===== src/rtl/mct_controller.sv =====
// Memory-cycle-time controller: arbitrates one erasable-memory cycle per MCT and
// issues registered one-clock strobes at TP1/TP4/TP7/TP10/TP11 rise positions.
module mct_controller #(
  parameter int          NUM_CNT     = 4,
  parameter logic [11:0] CNT_BASE    = 12'h014,
  parameter int          MAX_CNT_RUN = 3
) (
  input  logic               clk,
  input  logic               reset_n,
  input  logic [10:0]        tp,
  input  logic               inst_req,
  input  logic [11:0]        inst_addr,
  input  logic               inst_we,
  input  logic [NUM_CNT-1:0] cnt_req,
  output logic [11:0]        mem_addr,
  output logic               addr_load,
  output logic               rd_pulse,
  output logic               inc_pulse,
  output logic               wr_pulse,
  output logic               inst_ack,
  output logic [NUM_CNT-1:0] cnt_ack,
  output logic               busy,
  output logic               seq_err
);

  localparam int IW = (NUM_CNT > 1) ? $clog2(NUM_CNT) : 1;
  localparam int RW = ($clog2(MAX_CNT_RUN + 1) < 2) ? 2 : $clog2(MAX_CNT_RUN + 1);
  localparam logic [RW-1:0] RUN_MAX = RW'(MAX_CNT_RUN);

  typedef enum logic [2:0] {IDLE, ADDR, READ, MOD, WRITE} state_t;

  state_t             state, state_nxt;
  logic [10:0]        tp_q;
  logic [10:0]        rise;
  logic [NUM_CNT-1:0] pend;
  logic [RW-1:0]      run_cnt;
  logic               is_cnt;
  logic               cyc_we;
  logic [IW-1:0]      idx;
  logic               any_pend;
  logic [IW-1:0]      low_idx;
  logic               grant, grant_cnt, abort;
  logic               al_n, rd_n, inc_n, wr_n, iack_n;
  logic [NUM_CNT-1:0] cack_n;
  logic               unused_rise;

  assign rise        = tp & ~tp_q;
  assign unused_rise = ^{rise[8:7], rise[5:4], rise[2:1]};

  always_comb begin
    any_pend = |pend;
    low_idx  = '0;
    for (int i = NUM_CNT - 1; i >= 0; i--) begin
      if (pend[i]) low_idx = IW'(i);
    end
  end

  always_ff @(posedge clk) begin
    if (!reset_n) state <= IDLE;
    else          state <= state_nxt;
  end

  // A TP1 rise always starts a new MCT; if one was still in flight it is aborted unacknowledged.
  always_comb begin
    state_nxt = state;
    grant     = 1'b0;
    grant_cnt = 1'b0;
    abort     = 1'b0;
    al_n      = 1'b0;
    rd_n      = 1'b0;
    inc_n     = 1'b0;
    wr_n      = 1'b0;
    iack_n    = 1'b0;
    cack_n    = '0;
    if (rise[0]) begin
      abort     = (state != IDLE);
      state_nxt = IDLE;
      if (run_cnt == RUN_MAX && inst_req) begin
        grant = 1'b1;
      end else if (any_pend) begin
        grant     = 1'b1;
        grant_cnt = 1'b1;
      end else if (inst_req) begin
        grant = 1'b1;
      end
      if (grant) begin
        state_nxt = ADDR;
        al_n      = 1'b1;
      end
    end else begin
      case (state)
        ADDR:  if (rise[3]) begin rd_n = 1'b1; state_nxt = READ; end
        READ:  if (rise[6]) begin inc_n = is_cnt; state_nxt = MOD; end
        MOD:   if (rise[9]) begin wr_n = cyc_we; state_nxt = WRITE; end
        WRITE: if (rise[10]) begin
          iack_n    = ~is_cnt;
          cack_n    = is_cnt ? (NUM_CNT'(1) << idx) : '0;
          state_nxt = IDLE;
        end
        default: state_nxt = IDLE;
      endcase
    end
  end

  always_ff @(posedge clk) begin
    if (!reset_n) begin
      tp_q      <= '0;
      pend      <= '0;
      run_cnt   <= '0;
      mem_addr  <= '0;
      is_cnt    <= 1'b0;
      cyc_we    <= 1'b0;
      idx       <= '0;
      addr_load <= 1'b0;
      rd_pulse  <= 1'b0;
      inc_pulse <= 1'b0;
      wr_pulse  <= 1'b0;
      inst_ack  <= 1'b0;
      cnt_ack   <= '0;
      busy      <= 1'b0;
      seq_err   <= 1'b0;
    end else begin
      tp_q      <= tp;
      addr_load <= al_n;
      rd_pulse  <= rd_n;
      inc_pulse <= inc_n;
      wr_pulse  <= wr_n;
      inst_ack  <= iack_n;
      cnt_ack   <= cack_n;
      busy      <= (state_nxt != IDLE);
      seq_err   <= seq_err | abort;
      // Clear uses the visible ack so a request arriving in the ack clock survives.
      pend      <= (pend & ~cnt_ack) | cnt_req;
      if (grant) begin
        mem_addr <= grant_cnt ? (CNT_BASE + 12'(low_idx)) : inst_addr;
        is_cnt   <= grant_cnt;
        idx      <= low_idx;
        cyc_we   <= grant_cnt | inst_we;
        if (grant_cnt && inst_req)
          run_cnt <= (run_cnt == RUN_MAX) ? run_cnt : run_cnt + RW'(1);
        else
          run_cnt <= '0;
      end
    end
  end

endmodule


===== config.mk =====
export PLATFORM = sky130hd
export DESIGN_NAME = mct_controller
export DESIGN_NICKNAME = d
export VERILOG_FILES = /design/src/rtl/mct_controller.sv
export SDC_FILE = /design/constraint.sdc
export NUM_CORES = 1
export LEC_CHECK = 0
export BUFFER_PORTS_ARGS = -buffer_cell sky130_fd_sc_hd__buf_2
export CELL_PAD_IN_SITES_DETAIL_PLACEMENT = 0
export CELL_PAD_IN_SITES_GLOBAL_PLACEMENT = 1
export CORE_ASPECT_RATIO = 2
export CORE_MARGIN = 5
export CORE_UTILIZATION = 37
export DETAILED_ROUTE_END_ITERATION = 10
export HOLD_SLACK_MARGIN = 0.15
export MAX_ROUTING_LAYER = met4
export PLACE_DENSITY_LB_ADDON = 0.1
export SLEW_MARGIN = 20
export SYNTH_ARGS = -nofsm -noshare
export SYNTH_HDL_FRONTEND = slang
export SYNTH_SLANG_ARGS = --single-unit

===== constraint.sdc =====
create_clock -name clk -period 2.6 [get_ports clk]
set_input_delay 0.13 -clock clk [delete_from_list [all_inputs] [get_ports clk]]
set_output_delay 0.13 -clock clk [all_outputs]
set_load 0.01 [all_outputs]

**Yosys cells after proc, flatten, opt, wreduce, memory -nomap -nowiden**

Index checks and enable logic that the tools add are counted.

- Input bits: 31
- Output and inout port bits: 23
- Register bits: 47
- Logic and storage cells: 78

- Reductions and logical operators: 12
- Add/sub/neg operators: 2
- Mux-type cells: 25
- Eq/ne operators: 6
- Bitwise operators: 16
- Shifts and indexed selects: 1

Operator list:

| operator | number |
|---|---|
| $reduce_or A4 Y1 | 4 |
| $mux W3 | 5 |
| $mux W1 | 12 |
| $mux W12 | 1 |
| $mux W2 | 6 |
| $pmux W3 S4 | 1 |
| $and A11 B11 Y11 | 1 |
| $not A11 Y11 | 1 |
| $not A1 Y1 | 9 |
| $add A5 B2 Y6 const A | 1 |
| $eq A3 B2 Y1 const B | 2 |
| $reduce_bool A3 Y1 | 2 |
| $reduce_or A5 Y1 | 1 |
| $and A4 B4 Y4 | 1 |
| $not A4 Y4 | 1 |
| $or A4 B4 Y4 | 1 |
| $reduce_and A2 Y1 | 2 |
| $shl A1 B2 Y4 const A | 1 |
| $eq A3 B1 Y1 const B | 1 |
| $eq A3 B3 Y1 const B | 1 |
| $reduce_or A3 Y1 | 1 |
| $add A2 B1 Y2 const B | 1 |
| $eq A2 B2 Y1 const B | 1 |
| $logic_and A1 B1 Y1 | 2 |
| other kinds (2) | 3 |

**Logic depth before layout (Yosys ltp)**

Gate-level depths: netlist of run 1.

- Depth in word-level cells: 7
- Depth in mapped cells: 6
- Depth with buffers taken out: 4

**Worst setup path after synthesis of run 1**

Ideal clock, no wire load.

- Path kind: reg-to-reg
- From: reg pend[0]
- To: reg mem_addr[1]
- Required time: 2.530 ns
- Library setup time: 0.070 ns
- Data arrival time: 1.290 ns
- Period minus slack after synthesis: 1.360 ns
- Path slack: 1.240 ns
- Stages on the path, launching flop included: 6
- Buffers on the path: 1
- Path through: dfxtp_1 > nor4_4 > a21o_4 > buf_6 > nand2_2 > a21oi_2

- Longest elaborated chain between the ends: 5
- Elaborated cells between the ends (all ways): 11
- Classes of those cells: add/sub (1); mux (9); reduce/logical (1)

Ends and longest elaborated chain:

| item | line | text |
|---|---|---|
| start, declared | 35 | `logic [NUM_CNT-1:0] pend;` |
| start signal, assigned | 133 | `pend <= (pend & ~cnt_ack) \| cnt_req;` |
| parallel branches: the longest is 5 deep, another holds $add A5 B2 Y6 | - |  |
| end signal, assigned | 135 | `mem_addr <= grant_cnt ? (CNT_BASE + 12'(low_idx)) : inst_addr;` |
| end, declared | 15 | `output logic [11:0] mem_addr,` |

Several ways; the timed one is not identified. The select of a mux whose other input is x is not followed.
A chain may end at the register's enable or synchronous reset.

**Worst setup path after layout of run 1**

- From: in tp[0]
- To: reg mem_addr[0]

- Longest elaborated chain between the ends: 3
- Elaborated cells between the ends (all ways): 4
- Classes of those cells: mux (3); bitwise (1)

Ends and longest elaborated chain:

| item | line | text |
|---|---|---|
| start, declared | 10 | `input logic [10:0] tp,` |
| $and A11 B11 Y11 (*) | 47 | `assign rise = tp & ~tp_q;` |
| $mux W1 | 75 | `if (rise[0]) begin` |
| $mux W12 | 135 |  |

Mark *: on every way between the ends. The rest lies on a longest branch, timed or not.

==> results of run 1 <==
==> critical path: stages <==
cell and delay, ns:
dlygate4sd3_1 0.52, buf_2 0.12, nand2b_1 0.23, a21o_4 0.35
or3_1 0.41, a31oi_1 0.17
==> how the worst max path moves through the flow <==
stage,to,cells past startpoint,slack [ns]
2_1_floorplan,mem_addr[1]$_SDFFE_PN0P_,5,1.24
3_3_place_gp,busy$_SDFF_PN0_,4,1.02
3_5_place_dp,mem_addr[0]$_SDFFE_PN0P_,4,0.97
4_1_cts,cnt_ack[1]$_SDFF_PP0_,6,0.89
5_1_grt,cnt_ack[1]$_SDFF_PP0_,6,0.75
6_report,mem_addr[0]$_SDFFE_PN0P_,6,0.89
==> sequential cells by signal (all words and copies together) (netlist names), 2 cells and up <==
signal	cells
mem_addr	12
pend	4
run_cnt	2
state	3
idx	2
cnt_ack	4
tp_q	5
==> logic make-up after synthesis <==
kind of cell | Yosys count | share of synthesized area [%]
flip-flops | 41 | 53.1
AND/OR/NAND/NOR | 58 | 21.6
AO/OA/AOI/OAI | 39 | 19.6
multiplexers | 1 | 0.647
adder cells (fa/ha/maj) | 1 | 0.809
buffers and inverters | 15 | 4.29
==> cell usage after synthesis, types with 2 or more instances <==
cell and instances:
a21oi_1 9, a31oi_1 2, a32o_1 8, a32oi_1 2, and2_1 5, clkbuf_1 3
dfxtp_1 41, inv_1 7, nand2_1 4, nand2_2 2, nand2b_1 2, nand3_1 2
nor2_1 20, nor2b_1 2, nor3_1 3, nor3b_1 2, nor4_1 4, o21ai_0 6
o22ai_1 4, or3_1 2
==> metal layers <==
metal  wire length, um  global-route usage [%]  part of all wire, %
met5                 0                       -                    0
met4                79                    6.74                  2.1
met3               167                    3.83                  4.5
met2              2060                    27.4                   55
met1              1450                    14.3                   39
==> through the flow <==
stage / hold slack, ns / setup slack (ns) / cell area, um2 / power [W] / cells
floorplan: 0.247 / 1.24 / 1550 / 0.000761 / 155
global placement: 0.336 / 1.02 / 1820 / 0.000806 / 249
detailed placement: 0.349 / 0.972 / 1820 / 0.000810 / 249
CTS: 0.194 / 0.886 / 2110 / 0.00125 / 276
global route: 0.216 / 0.755 / 2110 / 0.00129 / 276
finish: 0.201 / 0.887 / 2110 / 0.00122 / 276
==> final cells by class <==
type / count / area, um2
Fill cell: 398 / 1980
Sequential cell: 41 / 821
Multi-Input combinational cell: 99 / 659
Timing Repair Buffer: 68 / 443
Clock buffer: 7 / 86.3
Tap cell: 52 / 65.1
Inverter: 9 / 33.8
==> power by group through the flow <==
| stage | sequential (W) | combinational, W | clock, W |
|---|---|---|---|
| after floorplan | 0.000689 | 0.0000724 | 0 |
| after global placement | 0.000688 | 0.000118 | 0 |
| after detailed placement | 0.000689 | 0.000120 | 0 |
| after CTS | 0.000675 | 0.000144 | 0.000427 |
| after global routing | 0.000678 | 0.000159 | 0.000453 |
| final | 0.000675 | 0.000142 | 0.000404 |
==> impl_metrics.yaml, run 1 <==
status:
  status: "finished clean"
cts:
  clk_pin_slew_worst_paths_ns: 0.07
  cts_buffers: 5
  cts_tree: "yes"
  clk_latency_ns: 0.28
  cts.sinks: 41
  ctsResizeCount: 0
  htreeDepth: 2
  cts_setup_buffers: 0
  clock_path_buffers: 2
  root_buffer: "clkbuf_8"
  ctsHoldBuffers: 20
synth:
  yosys_warnings: 0
  syn_area_mm2: 0.00155
  synth_ff_type: "dfxtp_1"
  synth_fp_nets: 187
  synth_area_leaders: "dfxtp_1 (53%), a32o_1 (5.2%), nor2_1 (4.9%)"
  synth_edf_count: 0
  ys_types: 45
  syn_avg_cell_area_um2: 9.98
  synth_cells: 155
  yosysTopAreaCellShare_pct: 53.1
  yosys.area.top_type: "dfxtp_1"
  synthArstFlopShare_pct: 0
  ys_ff_latch: 41
  seq_area_frac_synth_pct: 53.1
power:
  power.density_mw_per_mm2: 579
  p_int_w: 0.000936
  p_seq_share_pct: 55.3
  p_sw_share_pct: 23.3
  power_frac_comb_pct: 11.7
  power_leakage_nw: 0.896
  p_clk_share_pct: 33.1
  p_sw_w: 0.000285
  ir_drop_v: 0.000390
route:
  via_count: 1400
  drc: 0
  detail_route.wl_per_cell_um: 13.6
  drt_iter0_markers: 17
  drtPass1Iterations: 6
  wl_um: 3750
  viasPerCell: 5.07
  antenna_left: 0
global_routing:
  grt_pass1_wl_um: 6370
  grt_use_total_pct: 14.8
  grt_pass1_vias: 1424
  overflow: 0
  grt_max_degree: 19
  antenna_found_initial: 0
floorplanning:
  fp-row-count: 33
  fp.coreArea_mm2: 0.00409
  die-area_mm2: 0.00565
  start_util_pct: 37.8
  pin_count: 54
  die_h_um: 101
  die_w_um: 55.7
setup_path:
  rrSetupSlack_ns: 0.97
  end_kind: "flop"
  r2r-start: "pend[0]$_SDFF_PN0_"
  crit_start: "tp[0]"
  reg2reg_depth: 4
  cp-start-kind: "primary input"
  crit_type: "in -> reg"
  crit_required_ns: 2.82
  reg2reg_to: "mem_addr[0]$_SDFFE_PN0P_"
  arrival_ns: 1.93
  worstPathMaxFanout: 15
timing:
  fin_crit_sh_pct: 65.9
  grt_setup_unrepaired: "false"
  setup_viol: 0
  worstMarginPinSlew_ns: 0.498
  clock.fmax_mhz: 584
  skew_ns: 0.00202
  hold_viol_final: 0
  tns_ns: 0
  slew_headroom_pct: 66.6
  min_period_ns: 1.71
  drv_slew: 0
final_layout:
  final_nets: 256
  area_delta_synth_final_pct: 36.3
  final_common_cell: "buf_2"
  drive_gt1_share_pct: 29.5
  layout_common_cells: "buf_2 (47), dfxtp_1 (41), nor2_1 (20), dlygate4sd3_1 (20), a21oi_1 (9)"
  n_antenna_cell: 0
  final_util_pct: 51.6
worst_hold_path:
  holdPathEnd: "mem_addr[0]$_SDFFE_PN0P_"
  min-delay-start: "inst_addr[0]"
  hold_path_depth: 3
  hold_class: "in -> reg"
placement:
  dp_hpwl_um: 2770
  gp_congestion: 0.832
  io_buffers: 47
flow_run:
  maxCapViolCount: 0
(Power assumes the default switching activity.)
==> inputs of run 2 (changes only) <==
--- a/config.mk
+++ b/config.mk
@@ -5,12 +5,13 @@
 export SDC_FILE = /design/constraint.sdc
 export NUM_CORES = 1
 export LEC_CHECK = 0
+export ABC_AREA = 1
 export BUFFER_PORTS_ARGS = -buffer_cell sky130_fd_sc_hd__buf_2
 export CELL_PAD_IN_SITES_DETAIL_PLACEMENT = 0
 export CELL_PAD_IN_SITES_GLOBAL_PLACEMENT = 1
 export CORE_ASPECT_RATIO = 2
 export CORE_MARGIN = 5
-export CORE_UTILIZATION = 37
+export CORE_UTILIZATION = 35
 export DETAILED_ROUTE_END_ITERATION = 10
 export HOLD_SLACK_MARGIN = 0.15
 export MAX_ROUTING_LAYER = met4
==> constraint.sdc (replaced) <==
create_clock -name clk -period 1.6 [get_ports clk]
set_input_delay 0.08 -clock clk [delete_from_list [all_inputs] [get_ports clk]]
set_output_delay 0.08 -clock clk [all_outputs]
set_load 0.01 [all_outputs]
==> run 2 against run 1 <==
Compared with the run above:
- largest power group unchanged
- critical endpoint unchanged
- critical path type unchanged
- area after synthesis grew 6.9%
- clock-buffer cell count rose by 1
- clock skew up 0.0052 ns
==> impl_metrics.yaml, run 2 <==
cts:
  cts_tree: "yes"
  cts_buffers: 5
  clock_path_buffers: 2
  ctsHoldBuffers: 28
  root_buffer: "clkbuf_8"
  clk_latency_ns: 0.29
  htreeDepth: 2
  cts_setup_buffers: 0
  clk_pin_slew_worst_paths_ns: 0.08
  cts.sinks: 41
  ctsResizeCount: 0
route:
  drc: 0
  wl_um: 4020
  via_count: 1483
  antenna_left: 0
  drt_iter0_markers: 23
  drtPass1Iterations: 4
  detail_route.wl_per_cell_um: 11.6
  viasPerCell: 4.30
power:
  power.density_mw_per_mm2: 883
  power_w: 0.00204
  power_leakage_nw: 1.10
  ir_drop_v: 0.000579
final_layout:
  drive_gt1_share_pct: 30.3
  final_common_cell: "buf_2"
  fill_cells: 506
  layout_common_cells: "buf_2 (47), nand2_1 (45), dfxtp_1 (41)"
  reg_top3: "mem_addr (12), tp_q (5)"
  area_delta_synth_final_pct: 39.5
  final_nets: 321
  largest-register: "mem_addr"
  largest_reg_flops: 12
  n_antenna_cell: 0
global_routing:
  overflow: 0
  grt_max_degree: 14
  grt_pass1_vias: 1535
  grt_use_total_pct: 14.7
  grt_pass1_wl_um: 6820
  antenna_found_initial: 0
timing:
  min_period_ns: 1.31
  grt_setup_unrepaired: "false"
  worst_hold_slack_ns: 0.197
  fin_crit_sh_pct: 82.0
  drv_slew: 0
  worstMarginPinSlew_ns: 0.381
  tns_ns: 0
  skew_ns: 0.00727
  setup_viol: 0
  slew_headroom_pct: 74.6
  clock.fmax_mhz: 762
  hold_viol_final: 0
worst_hold_path:
  hold_path_depth: 4
  min-delay-start: "inst_req"
  holdPathEnd: "idx[0]$_SDFFE_PN0P_"
  hold_class: "in -> reg"
placement:
  gp_congestion: 0.778
  dp_hpwl_um: 3010
  io_buffers: 47
setup_path:
  worstPathMaxFanout: 13
  max_stage_delay_ns: 0.52
  r2r-start: "tp_q[0]$_SDFF_PN0_"
  worstPathCellList: "dlygate4sd3_1 -> buf_2 -> nand2_2 -> inv_2 -> nand2_2 -> nand2_1 -> o21ai_0 -> nor2_1 -> nor2_1"
  crit_type: "in -> reg"
  crit_path_top_delay_cell: "dlygate4sd3_1"
  critical-path-top-delay-family: "buffers and inverters"
  reg2reg_to: "mem_addr[0]$_SDFFE_PN0P_"
  arrival_ns: 1.50
  worst-path-buf-inv: 3
  cp-start-kind: "primary input"
  rrSetupSlack_ns: 0.39
  end_kind: "flop"
  crit_required_ns: 1.79
  reg2reg_depth: 8
floorplanning:
  die_w_um: 58.6
  start_util_pct: 35.9
  pin_count: 54
  fp-row-count: 35
  die-area_mm2: 0.00628
  die_h_um: 107
  fp.coreArea_mm2: 0.00460
synth:
  syn_avg_cell_area_um2: 7.91
  netlist_top_cells_count: "nand2_1 (45), dfxtp_1 (41), nor2_1 (36), inv_1 (27), nand2_2 (14)"
  ys_ff_latch: 41
  yosys.area.top_type: "dfxtp_1"
  syn_area_mm2: 0.00165
  yosys_warnings: 0
  synth_edf_count: 0
  ys_types: 26
  synth_cells: 209
  yosysTopAreaCellShare_pct: 49.7
  synthArstFlopShare_pct: 0
  synth_area_leaders: "dfxtp_1 (50%), nand2_1 (10%), nor2_1 (8.2%)"
  seq_area_frac_synth_pct: 49.7
  yosysMostFrequentCell: "nand2_1"
  synth_ff_type: "dfxtp_1"
  synth_fp_nets: 241
flow_run:
  maxCapViolCount: 0
status:
  status: "finished clean"
==> run 2: cell count changes in the layout (fill, tap and decap cells not counted), moves of 3 or more <==
cell,delta
nand2_2,+12
inv_1,+20
a21oi_2,+8
nor4_1,-3
and2_1,-5
dlygate4sd3_1,+8
o22ai_1,-4
a32o_1,-8
nand2_1,+41
nor2_1,+16
==> run 2: per-layer routing <==
metal / routed length [um] / global-route usage, % / vias up
met4: 61 / 6.16 / 0
met1: 1450 / 13.9 / 647
met3: 173 / 2.65 / 4
met5: 0 / - / -
li1: - / - / 798
met2: 2330 / 27.7 / 34
==> run 2: final cells by class <==
type                    instances  area, um2  area share [%]
well taps                      55       68.8            2.98
clock buffers                   8       80.1            3.47
multi-input cells             134        688            29.8
flip-flops and latches         41        821            35.6
repair buffers                 77        531            23.0
inverters                      30        118            5.10
==> run 2: tightest hold or removal path: stages <==
cell	delay, ns
buf_2	0.10
nand2_1	0.06
nand2_2	0.12
a211oi_1	0.08
==> run 2: cell families after synthesis <==
logic type / count (synthesis) / share of synthesized area, %
AND/OR/NAND/NOR: 109 / 31.0
buffers and inverters: 34 / 8.71
adder cells (fa/ha/maj): 1 / 0.757
AO/OA/AOI/OAI: 24 / 9.92
flip-flops: 41 / 49.7
==> run 2: worst max-delay path by stage <==
stage,endpoint,depth (start not counted),startpoint,slack (ns)
floorplan,mem_addr[10]$_SDFFE_PN0P_,7,run_cnt[0]$_SDFFE_PN0P_,0.55
global placement,mem_addr[0]$_SDFFE_PN0P_,8,tp_q[0]$_SDFF_PN0_,0.37
detailed placement,mem_addr[0]$_SDFFE_PN0P_,8,tp_q[0]$_SDFF_PN0_,0.35
CTS,mem_addr[0]$_SDFFE_PN0P_,9,tp[0],0.27
global route,mem_addr[0]$_SDFFE_PN0P_,9,tp[0],0.14
finish,mem_addr[0]$_SDFFE_PN0P_,9,tp[0],0.29
==> run 2: stage by stage <==
step	instance area (um2)	std cells	util, %	worst slack (ns)
6_report	2310	345	50.1	0.288
5_1_grt	2310	345	50.1	0.142
4_1_cts	2310	345	50.1	0.269
3_5_place_dp	1950	309	42.3	0.350
3_3_place_gp	1950	309	42.3	0.372
2_1_floorplan	1650	209	-	0.547
==> run 2: power by group <==
group	switching [W]	internal, W
sequential	0.0000280	0.00107
clock	0.000337	0.000310
combinational	0.000158	0.000136
==> inputs of run 3 (changes only) <==
--- a/config.mk
+++ b/config.mk
@@ -11,7 +11,7 @@
 export CELL_PAD_IN_SITES_GLOBAL_PLACEMENT = 1
 export CORE_ASPECT_RATIO = 2
 export CORE_MARGIN = 5
-export CORE_UTILIZATION = 35
+export CORE_UTILIZATION = 32
 export DETAILED_ROUTE_END_ITERATION = 10
 export HOLD_SLACK_MARGIN = 0.15
 export MAX_ROUTING_LAYER = met4
==> constraint.sdc (replaced) <==
create_clock -name clk -period 1.1 [get_ports clk]
set_input_delay 0.055 -clock clk [delete_from_list [all_inputs] [get_ports clk]]
set_output_delay 0.055 -clock clk [all_outputs]
set_load 0.01 [all_outputs]
==> run 3 against run 2 <==
Compared with the run above:
- the run now ends with setup timing left
- clock skew increased by 0.0035 ns
- die area increased by 8.1%
- cell count increased by 4.3%
- largest cell class unchanged
- cell area increased by 12%
- first-iteration DRC count increased by 43%
- clock power increased by 93%
- register-to-register slack got worse by 0.49 ns
- critical path depth decreased by 2
- sequential share of layout area decreased by 3.3 points
- critical endpoint is now mem_addr[7]$_SDFFE_PN0P_
- wire length increased by 9.3%
==> impl_metrics.yaml, run 3 (synthesis gave the netlist of run 2 again) <==
final_layout:
  layout_common_cells: "buf_2 (47), nand2_1 (37), dfxtp_1 (34)"
  drive_gt1_share_pct: 44.4
  fill_cells: 519
  largest_reg_flops: 12
  multi_input_area_um2: 816
  area_delta_synth_final_pct: 55.8
  reg_top3: "mem_addr (12), tp_q (5)"
  n_antenna_cell: 0
  final_common_cell: "buf_2"
  register_area_um2: 832
  final_nets: 333
  fin_cells: 360
  final_util_pct: 50.6
  largest-register: "mem_addr"
setup_path:
  max_stage_delay_ns: 0.35
  cp-start-kind: "flop"
  worstPathMaxFanout: 7
  cpMostUsedCell: "nand2_2"
  worstPathCellList: "ha_1 -> nand2_2 -> nand2_2 -> nand3_4 -> inv_4 -> nand2_2 -> a21oi_2"
  arrival_ns: 1.45
  crit_type: "reg -> reg"
  reg2reg_depth: 7
  crit_required_ns: 1.34
  crit_path_top_delay_cell: "dfxtp_1"
  end_kind: "flop"
timing:
  fin_crit_sh_pct: 109
  min_period_ns: 1.20
  drv_slew: 0
  worstMarginPinSlew_ns: 0.233
  grt_setup_unrepaired: "true"
  setup_slack_ns: -0.101
  hold_viol_final: 0
  tns_ns: -1.21
  skew_ns: 0.0107
  setup_viol: 19
  slew_headroom_pct: 84.4
  clock.fmax_mhz: 832
power:
  power_leakage_nw: 1.22
  power.density_mw_per_mm2: 1320
  ir_drop_v: 0.000912
floorplanning:
  die_h_um: 112
  die_w_um: 60.8
  pin_count: 54
  start_util_pct: 32.5
  fp-row-count: 37
  die-area_mm2: 0.00679
  fp.coreArea_mm2: 0.00509
route:
  antenna_left: 0
  drtPass1Iterations: 4
  via_count: 1580
  detail_route.wl_per_cell_um: 12.2
  wl_um: 4390
  drc: 0
  drt_iter0_markers: 33
  viasPerCell: 4.39
cts:
  cts.sinks: 41
  clock_path_buffers: 2
  cts_buffers: 5
  clk_latency_ns: 0.30
  root_buffer: "clkbuf_8"
  htreeDepth: 2
  clk_pin_slew_worst_paths_ns: 0.09
  cts_tree: "yes"
placement:
  gp_congestion: 0.778
  dp_hpwl_um: 3200
  dp_cells: 325
  place_ws_ns: -0.145
  io_buffers: 47
global_routing:
  overflow: 0
  antenna_found_initial: 0
  grt_pass1_vias: 1647
  grt_use_total_pct: 14.4
  grt_pass1_wl_um: 7120
  grt_max_degree: 15
status:
  violations: "setup timing"
  status: "complete, but fails checks"
worst_hold_path:
  hold_class: "in -> reg"
  hold_path_depth: 4
flow_run:
  maxCapViolCount: 0
run 3: changes by cell type in the layout (fill, tap and decap cells not counted), moves of 5 or more:
cell     change
nand2_1      -8
nand2_4      +6
dfxtp_2      +6
buf_4       +13
dfxtp_1      -7
nor2_1       -8
nor2_4       +5
run 3: report_power, final:
part	internal, W	total (W)	switching [W]
sequential	0.00155	0.00160	0.0000451
combinational	0.000259	0.000542	0.000284
clock	0.000680	0.00125	0.000573
run 3: cell type report:
cell class,instances,share of cell area (%)
Sequential cell,41,32.3
Multi-Input combinational cell,134,31.7
Timing Repair Buffer,88,23.7
Inverter,30,4.76
Tap cell,58,2.82
Clock buffer,5,2.67
Clock inverter,3,1.80
Timing Repair inverter,1,0.243
run 3: timing repair:
item / 4_1_cts / 5_1_grt
gates cloned: 0 / 1
buffers inserted: 0 / 2
hold endpoints to repair: 29 / 2
resized for setup: 23 / 25
endpoints found under the setup margin: 27 / 27
pin swaps: 13 / 10
hold buffers: 23 / 1
run 3: path summary, 6_finish.rpt:
path / startpoint / to / slack [ns]
hold / removal: inst_req / is_cnt$_SDFFE_PN0P_ / 0.16
hold reg to reg: is_cnt$_SDFFE_PN0P_ / inst_ack$_SDFF_PP0_ / 0.45
setup reg to reg: run_cnt[1]$_SDFFE_PN0P_ / mem_addr[7]$_SDFFE_PN0P_ / -0.10
setup / recovery: run_cnt[1]$_SDFFE_PN0P_ / mem_addr[7]$_SDFFE_PN0P_ / -0.10
run 3: stage by stage:
stage | power (W) | hold WS, ns | area, um2
floorplan | 0.00185 | 0.148 | 1650
global placement | 0.00204 | 0.249 | 2050
detailed placement | 0.00203 | 0.256 | 2050
CTS | 0.00338 | 0.0320 | 2460
global route | 0.00355 | 0.190 | 2570
finish | 0.00339 | 0.164 | 2570
run 3: worst max-delay path: cells and delay by family, from the launching register on:
family / cells / cell delay [ns]
compound gates: 1 / 0.10
fa+ha+maj: 1 / 0.16
flops: 1 / 0.35
buf+inv: 1 / 0.14
simple gates: 4 / 0.39
run 3: layer usage:
layer | vias to the layer above | share of wire (%) | global-route usage (%)
met5 | - | 0 | -
met4 | 0 | 2.2 | 6.37
met3 | 6 | 4.6 | 3.13
met2 | 37 | 60 | 26.9
met1 | 718 | 33 | 12.7
li1 | 819 | - | -
